**src/rtl/sram_arb_pkg.sv**
```systemverilog
// Shared encodings for the SRAM arbiter: FSM states and requester IDs.
package sram_arb_pkg;

  typedef enum logic {
    IDLE   = 1'b0,
    ACCESS = 1'b1
  } state_e;

  typedef enum logic {
    PORT_C = 1'b0,
    PORT_D = 1'b1
  } port_e;

  // Wide enough for MAX_LOCK up to 15.
  localparam int unsigned LOCK_CNT_W = 4;

endpackage

```
**src/rtl/rr_lock_picker.sv**
```systemverilog
// Combinational winner select: single requester wins outright; on a tie the
// lock keeps D, otherwise the port that did not win last time goes next.
module rr_lock_picker
  import sram_arb_pkg::*;
(
  input  logic  eligible_c_i,
  input  logic  eligible_d_i,
  input  port_e last_winner_i,
  input  logic  lock_active_i,
  output logic  any_eligible_o,
  output port_e winner_o
);

  assign any_eligible_o = eligible_c_i | eligible_d_i;

  // NOTE: assign every always_comb output before any branch so no path can leave it unassigned and infer a latch.
  always_comb begin
    winner_o = PORT_C;
    if (eligible_c_i && eligible_d_i) begin
      if (lock_active_i) begin
        winner_o = PORT_D;
      end else begin
        winner_o = (last_winner_i == PORT_C) ? PORT_D : PORT_C;
      end
    end else if (eligible_d_i) begin
      winner_o = PORT_D;
    end
  end

endmodule

```
**src/rtl/sram_arbiter.sv**
```systemverilog
// Two-port arbiter in front of a single-port SRAM: registered request/grant,
// one-cycle ACCESS per grant, round-robin with a bounded D lock and bootstrap override.
module sram_arbiter
  import sram_arb_pkg::*;
#(
  parameter int unsigned ADDR_W   = 8,
  parameter int unsigned DATA_W   = 8,
  parameter int unsigned MAX_LOCK = 4
) (
  input  logic              clk,
  input  logic              arst,
  input  logic              bootstrapping,

  input  logic              c_req,
  input  logic              c_we,
  input  logic [ADDR_W-1:0] c_addr,
  input  logic [DATA_W-1:0] c_wdata,
  output logic              c_gnt,
  output logic              c_rvalid,
  output logic [DATA_W-1:0] c_rdata,

  input  logic              d_req,
  input  logic              d_we,
  input  logic [ADDR_W-1:0] d_addr,
  input  logic [DATA_W-1:0] d_wdata,
  input  logic              d_lock,
  output logic              d_gnt,
  output logic              d_rvalid,
  output logic [DATA_W-1:0] d_rdata,

  output logic              sram_write_en,
  output logic [ADDR_W-1:0] sram_addr,
  output logic [DATA_W-1:0] sram_write_data,
  input  logic [DATA_W-1:0] sram_read_data,
  output logic              busy
);

  state_e                state_q, state_d;
  port_e                 winner_q, winner_d;
  port_e                 last_q, last_d;
  logic [LOCK_CNT_W-1:0] lock_cnt_q, lock_cnt_d;
  logic                  we_q, we_d;
  logic [ADDR_W-1:0]     addr_q, addr_d;
  logic [DATA_W-1:0]     wdata_q, wdata_d;
  logic                  c_rvalid_q, c_rvalid_d;
  logic                  d_rvalid_q, d_rvalid_d;
  logic [DATA_W-1:0]     c_rdata_q, c_rdata_d;
  logic [DATA_W-1:0]     d_rdata_q, d_rdata_d;

  logic  eligible_c, eligible_d, lock_active, any_eligible;
  port_e pick;

  assign eligible_c  = c_req & ~bootstrapping;
  assign eligible_d  = d_req;
  assign lock_active = (last_q == PORT_D) && d_lock && d_req &&
                       (lock_cnt_q < LOCK_CNT_W'(MAX_LOCK));

  rr_lock_picker u_picker (
    .eligible_c_i   (eligible_c),
    .eligible_d_i   (eligible_d),
    .last_winner_i  (last_q),
    .lock_active_i  (lock_active),
    .any_eligible_o (any_eligible),
    .winner_o       (pick)
  );

  always_comb begin
    state_d    = state_q;
    winner_d   = winner_q;
    last_d     = last_q;
    lock_cnt_d = lock_cnt_q;
    we_d       = we_q;
    addr_d     = addr_q;
    wdata_d    = wdata_q;
    c_rvalid_d = 1'b0;
    d_rvalid_d = 1'b0;
    c_rdata_d  = c_rdata_q;
    d_rdata_d  = d_rdata_q;

    case (state_q)
      IDLE: begin
        if (any_eligible) begin
          state_d  = ACCESS;
          winner_d = pick;
          if (pick == PORT_C) begin
            we_d       = c_we;
            addr_d     = c_addr;
            wdata_d    = c_wdata;
            lock_cnt_d = '0;
          end else begin
            we_d    = d_we;
            addr_d  = d_addr;
            wdata_d = d_wdata;
            // Only D wins that starve a waiting C count against the lock budget.
            if (eligible_c) lock_cnt_d = lock_cnt_q + LOCK_CNT_W'(1);
          end
        end
      end
      ACCESS: begin
        state_d = IDLE;
        last_d  = winner_q;
        if (!we_q) begin
          if (winner_q == PORT_C) begin
            c_rvalid_d = 1'b1;
            c_rdata_d  = sram_read_data;
          end else begin
            d_rvalid_d = 1'b1;
            d_rdata_d  = sram_read_data;
          end
        end
      end
      default: state_d = IDLE;
    endcase

    if (bootstrapping || !d_lock) lock_cnt_d = '0;
  end

  // NOTE: state registers use non-blocking assignments so every flop samples pre-edge values.
  always_ff @(posedge clk or posedge arst) begin
    if (arst) begin
      state_q    <= IDLE;
      winner_q   <= PORT_C;
      last_q     <= PORT_D;
      lock_cnt_q <= '0;
      we_q       <= 1'b0;
      addr_q     <= '0;
      wdata_q    <= '0;
      c_rvalid_q <= 1'b0;
      d_rvalid_q <= 1'b0;
      c_rdata_q  <= '0;
      d_rdata_q  <= '0;
    end else begin
      state_q    <= state_d;
      winner_q   <= winner_d;
      last_q     <= last_d;
      lock_cnt_q <= lock_cnt_d;
      we_q       <= we_d;
      addr_q     <= addr_d;
      wdata_q    <= wdata_d;
      c_rvalid_q <= c_rvalid_d;
      d_rvalid_q <= d_rvalid_d;
      c_rdata_q  <= c_rdata_d;
      d_rdata_q  <= d_rdata_d;
    end
  end

  // The SRAM bus is idle-zero; the command exists only during the grant cycle.
  assign busy            = (state_q == ACCESS);
  assign c_gnt           = busy && (winner_q == PORT_C);
  assign d_gnt           = busy && (winner_q == PORT_D);
  assign sram_write_en   = busy && we_q;
  assign sram_addr       = busy ? addr_q  : '0;
  assign sram_write_data = busy ? wdata_q : '0;
  assign c_rvalid        = c_rvalid_q;
  assign d_rvalid        = d_rvalid_q;
  assign c_rdata         = c_rdata_q;
  assign d_rdata         = d_rdata_q;

  // A request must stay up until its grant; C is exempt while bootstrapping ignores it.
  c_req_held_a: assert property (@(posedge clk) disable iff (arst)
    (c_req && !c_gnt && !bootstrapping) |=> c_req);
  d_req_held_a: assert property (@(posedge clk) disable iff (arst)
    (d_req && !d_gnt) |=> d_req);

endmodule

```
**config.mk**
```make
export PLATFORM = sky130hd
export DESIGN_NAME = sram_arbiter
export DESIGN_NICKNAME = d
export VERILOG_FILES = /design/src/rtl/sram_arb_pkg.sv /design/src/rtl/rr_lock_picker.sv /design/src/rtl/sram_arbiter.sv
export SDC_FILE = /design/constraint.sdc
export NUM_CORES = 1
export LEC_CHECK = 0
export CAP_MARGIN = 10
export CORE_MARGIN = 2
export CORE_UTILIZATION = 45
export DETAILED_ROUTE_END_ITERATION = 10
export PLACE_DENSITY_LB_ADDON = 0.1
export RECOVER_POWER = 50
export SLEW_MARGIN = 20
export SYNTH_ARGS = -nofsm -noshare
export SYNTH_HDL_FRONTEND = slang
export SYNTH_SLANG_ARGS = --single-unit
```
**constraint.sdc**
```tcl
create_clock -name clk -period 4.3 [get_ports clk]
set_input_delay 0.645 -clock clk [delete_from_list [all_inputs] [get_ports clk]]
set_output_delay 0.645 -clock clk [all_outputs]
set_load 0.02 [all_outputs]
```
# Yosys cells after proc, flatten, opt, wreduce, memory -nomap -nowiden
# Cells that the tools add are included.
# classes
addsub	1
n_lt_le_gt_ge	1
n_eq_ne	2
mux	22
bitwise_logic	6
n_reduce_logical	14
# op_table
cell	n
8-bit 2-to-1 mux	4
4-bit 2-to-1 mux	5
1-bit 2-to-1 mux	12
3-bit AND reduction	3
1-bit logical AND	7
4-bit by 1-bit adder with 4-bit output, second input constant	1
4-bit by 3-bit less-than comparator with 1-bit output, second input constant	1
1-bit NOT	4
3-bit by 1-bit inequality test with 1-bit output, second input constant	1
2-bit by 1-bit inequality test with 1-bit output, second input constant	1
1-bit one-hot mux with 2 select lines	1
2-bit AND reduction	1
2-bit nonzero test	1
1-bit AND	1
1-bit logical NOT	1
1-bit logical OR	1
1-bit OR	1
# word_totals
register_bits	42
in_bits	48
out_inout_bits	38
elab_cells	57

# Depth between registers and ports, before layout
# logic_depth
ltp_word	9
mapped_depth	5
ltp_nobuf	5

# By module
# A second synthesis with hierarchy kept.
# hier_totals
cells_unflattened	177
hier_area_um2	1939.4
# modules_own_cells
module	n_inst	cells_each	area_per_inst_um2	seq_area_each_um2
sram_arbiter	1	173	1919.3	1052.3
rr_lock_picker	1	4	20.0	0.0

# Worst setup path before layout
# No wires, ideal clock.
# synth_timing
kind	register to output
from	register state_q, in the netlist busy
to	output sram_addr[5]
arrival_time_ns	1.169
required_ns	3.655
setup_slack_ns	2.486
path_stages_with_launch	4
n_path_buf	2
cell_sequence	dfrtp_1 -> clkbuf_1 -> clkbuf_1 -> and2_1
# synth_via
elab_chain_len	1
# synth_rtl
element	line_no	rtl
start, declared	sram_arbiter.sv:38	state_e state_q, state_d;
start signal, assigned	sram_arbiter.sv:133	state_q <= state_d;
8-bit 2-to-1 mux	sram_arbiter.sv:152	assign sram_addr = busy ? addr_q : '0;
end, declared	sram_arbiter.sv:32	output logic [ADDR_W-1:0] sram_addr,
# Every way passes these cells.

# Worst setup path in the final report
# layout_timing
from	input c_req
to	register wdata_q[3]
# layout_via
elab_chain_len	4
elab_cells_between_ends	6
cone_classes	mux (2); bitwise (2); reduce/logical (2)
# layout_rtl
element	line_no	rtl
start, declared	sram_arbiter.sv:14	input logic c_req,
1-bit AND *	sram_arbiter.sv:53	assign eligible_c = c_req & ~bootstrapping;
1-bit logical AND	rr_lock_picker.sv:19	if (eligible_c_i && eligible_d_i) begin
1-bit 2-to-1 mux	rr_lock_picker.sv:19	
8-bit 2-to-1 mux	sram_arbiter.sv:85	if (pick == PORT_C) begin
end signal, assigned	sram_arbiter.sv:139	wdata_q <= wdata_d;
end, declared	sram_arbiter.sv:44	logic [DATA_W-1:0] wdata_q, wdata_d;
# Mark *: on every way between the ends. The rest lies on a longest branch, timed or not.
# A chain may end at the register's enable or synchronous reset.

==> flow_summary.ini <==
[sta]
layout_min_cycle_time_ps = 3100
timing.fmax_mhz = 323
hold_violations = 0
slew_viol_final = 80
setup_viol = 0
slew_headroom = -0.475
tns_ps = 0
finalCritPeriodShare = 0.721
tightest_slew_ps = 2210
fin_hold_ws_ps = 473
clock_skew_ps = 5.98
rsz0062_at_grt = false

[floorplan]
io_pins = 86
dieArea_um2 = 4800
core-area_um2 = 4060
die_w_um = 69.3
initial_core_util = 0.472
num_rows = 23
die_y_um = 69.3

[worst_setup_path]
crit_slowest_cell = o21bai_1
critPathMaxStageDelay_ps = 1520
end_kind = flip-flop
cp-startpoint = c_req
crit_type = input pin to flip-flop
r2r_start = busy$_DFF_PP0_
start_kind = input pin
cp_top_family = compound AO/OA/AOI/OAI gates
worst_ep_required_time_ps = 4390
crit_buf_inv = 1
crit_chain = dlygate4sd3_1 > nor2b_1 > o21bai_1 > o21ai_0
critical_path_arrival_ps = 3190
critPathMaxFanout = 36

[drt]
drtIter0Drc = 61
vias = 1516
avgRoutedWirePerCell_um = 13.4
vias_per_cell = 4.94
wl_um = 4120
ant_nets = 0
route.detailed.drc = 0
first_pass_iters = 4

[global_route]
grt_pass1_vias = 1461
grt_pass1_wl_um = 7040
antenna_found_initial = 0
grt_max_degree = 43
gr-usage-all-layers = 0.183
grt_overflow = 0

[power_and_ir_drop]
pwr-share-clk = 0.198
p_seq_frac = 0.422
p_sw_w = 0.000427
ir_worst_vdd_v = 0.000293
p_sw_frac = 0.322
power_w = 0.00133
p_leak_nw = 1.26
p_int_w = 0.000899
power.share.combinational = 0.380
powerDensity_nw_per_um2 = 459

[yosys]
synth_warnings = 0
yosysTopAreaCellShare = 0.535
netlist_area_um2 = 1920
synth.avg_cell_area_um2 = 11.3
yosysTopAreaCell = dfrtp_1
synthDistinctLibCells = 27
ys_ff_latch = 42
synth_area_leaders = dfrtp_1 (54%), mux2_2 (9.4%), mux2i_1 (8.9%)
seq_area_frac_synth = 0.549
synthCells = 170
synth_fp_nets = 219

[cts]
clk_pin_slew_ps = 80
hold_buffers = 0
cts_tree = built
numCtsBuffers = 5
clk_latency_ps = 290
clock_path_buffers = 2
cts_resized = 0
cts_setup_buffers = 0
cts_root_buf = clkbuf_8
cts_max_level = 2
clkSinkCount = 42

[placement]
gp_congestion = 0.774
place_hpwl_um = 3020
portBuffers = 85

[hold_path]
hold_path_class = flip-flop to flip-flop
worstHoldStart = addr_q[7]$_DFFE_PP0P_

[finish]
syn_to_final_growth_pct = 50.7
seqCellArea_um2 = 1050
nets = 305
layout-drive-gt1-share = 0.109
multi_input_area_um2 = 793
n_fill_cell = 312
diodes = 0

[run_status]
outcome = finished with violations
violations = capacitance limit, slew limit

[run]
max-cap-violations = 2
## logic make-up (layout without fill, tap and decap cells)
logic type	after synthesis	after routing	synth area share
AO/OA/AOI/OAI	27	27	0.0790
adder cells (fa/ha/maj)	1	1	0.00653
buffers and inverters	14	101	0.0339
flip-flops	42	42	0.549
multiplexers	33	33	0.183
AND/OR/NAND/NOR	53	53	0.149
## placed cells by master, fill, tap and decap left out
cell and instances:
buf_4 1, nand2_1 22, o21ai_2 1, nand3b_1 1
dfrtp_1 41, nand4_1 1, clkinv_2 1, dfstp_2 1
o21bai_1 1, nor2b_1 3, clkbuf_1 1, mux2i_1 17
clkdlybuf4s50_1 68, nor2_1 1, o211a_1 1, mux2_2 16
and2_1 17, o21ai_0 20, ha_1 1, a21oi_1 3
inv_1 5, nand2b_1 2, or3_1 2, dlygate4sd3_1 17
clkbuf_8 6, clkinvlp_4 1, nor3b_2 1, a31oi_1 1
clkinv_1 1, nand3_1 1, or4_1 2
## synth_stat cells, drive strengths merged
library cell	instances
dfrtp	41
nand2	22
o21ai	21
and2	17
mux2i	17
mux2	16
inv	6
clkbuf	5
a21oi	3
buf	3
nor2b	3
nand2b	2
or3	2
or4	2
a31oi	1
dfstp	1
ha	1
nand3	1
nand3b	1
nand4	1
nor2	1
nor3b	1
o211a	1
o21bai	1
## per-stage QoR
stage,util,instance area (um2),worst slack [ps],std cells
3_3_place_gp,0.691,2800,1760,299
5_1_grt,0.712,2890,809,307
6_report,0.712,2890,1200,307
4_1_cts,0.716,2910,1710,307
2_1_floorplan,-,1920,2490,170
3_5_place_dp,0.693,2810,1910,299
## state kept, by name, indices dropped and copies added, names as in the netlist
name and cells:
winner_q 1, we_q 1, d_rvalid 1, lock_cnt_q 4, c_rdata 8, c_rvalid 1
d_rdata 8, addr_q 8, busy 1, wdata_q 8, last_q 1
## final timing paths
| kind | endpoint | slack [ps] | cells after the start |
|---|---|---|---|
| min in group asynchronous | d_rvalid$_DFF_PP0_ | 1600 | 3 |
| worst max-delay path | wdata_q[3]$_DFFE_PP0P_ | 1200 | 4 |
| max in group asynchronous | wdata_q[4]$_DFFE_PP0P_ | 1440 | 3 |
| worst max register to register | c_rdata[3]$_DFFE_PP0P_ | 2140 | 3 |
| worst min-delay path | addr_q[7]$_DFFE_PP0P_ | 470 | 2 |
| worst min register to register | addr_q[7]$_DFFE_PP0P_ | 470 | 2 |
## routing by layer
metal	vias to the layer above	GRT usage	routed length (um)
li1	748	-	-
met4	0	0.0654	57
met5	-	0	0
met1	710	0.245	1830
met3	6	0.0640	313
met2	52	0.277	1930
## power by group through the flow
stage	registers [W]	clock network [W]	logic, W
floorplan	0.000656	0	0.000179
global placement	0.000569	0	0.000527
detailed placement	0.000573	0	0.000535
CTS	0.000565	0.000268	0.000536
global route	0.000579	0.000287	0.000538
finish	0.000560	0.000263	0.000504
## final cells by class
cell class                      count  share of cell area
Inverter                            6             0.00780
Multi-Input combinational cell    114               0.275
Timing Repair Buffer               87               0.299
Clock inverter                      2             0.00433
Clock buffer                        6              0.0286
Tap cell                           50              0.0217
Sequential cell                    42               0.364
## tightest hold or removal path: stages, from the launching register on
cell and delay (ps):
dfrtp_1 340, nand2_1 40, o21ai_0 60
Power figures use the tool's default switching activity.
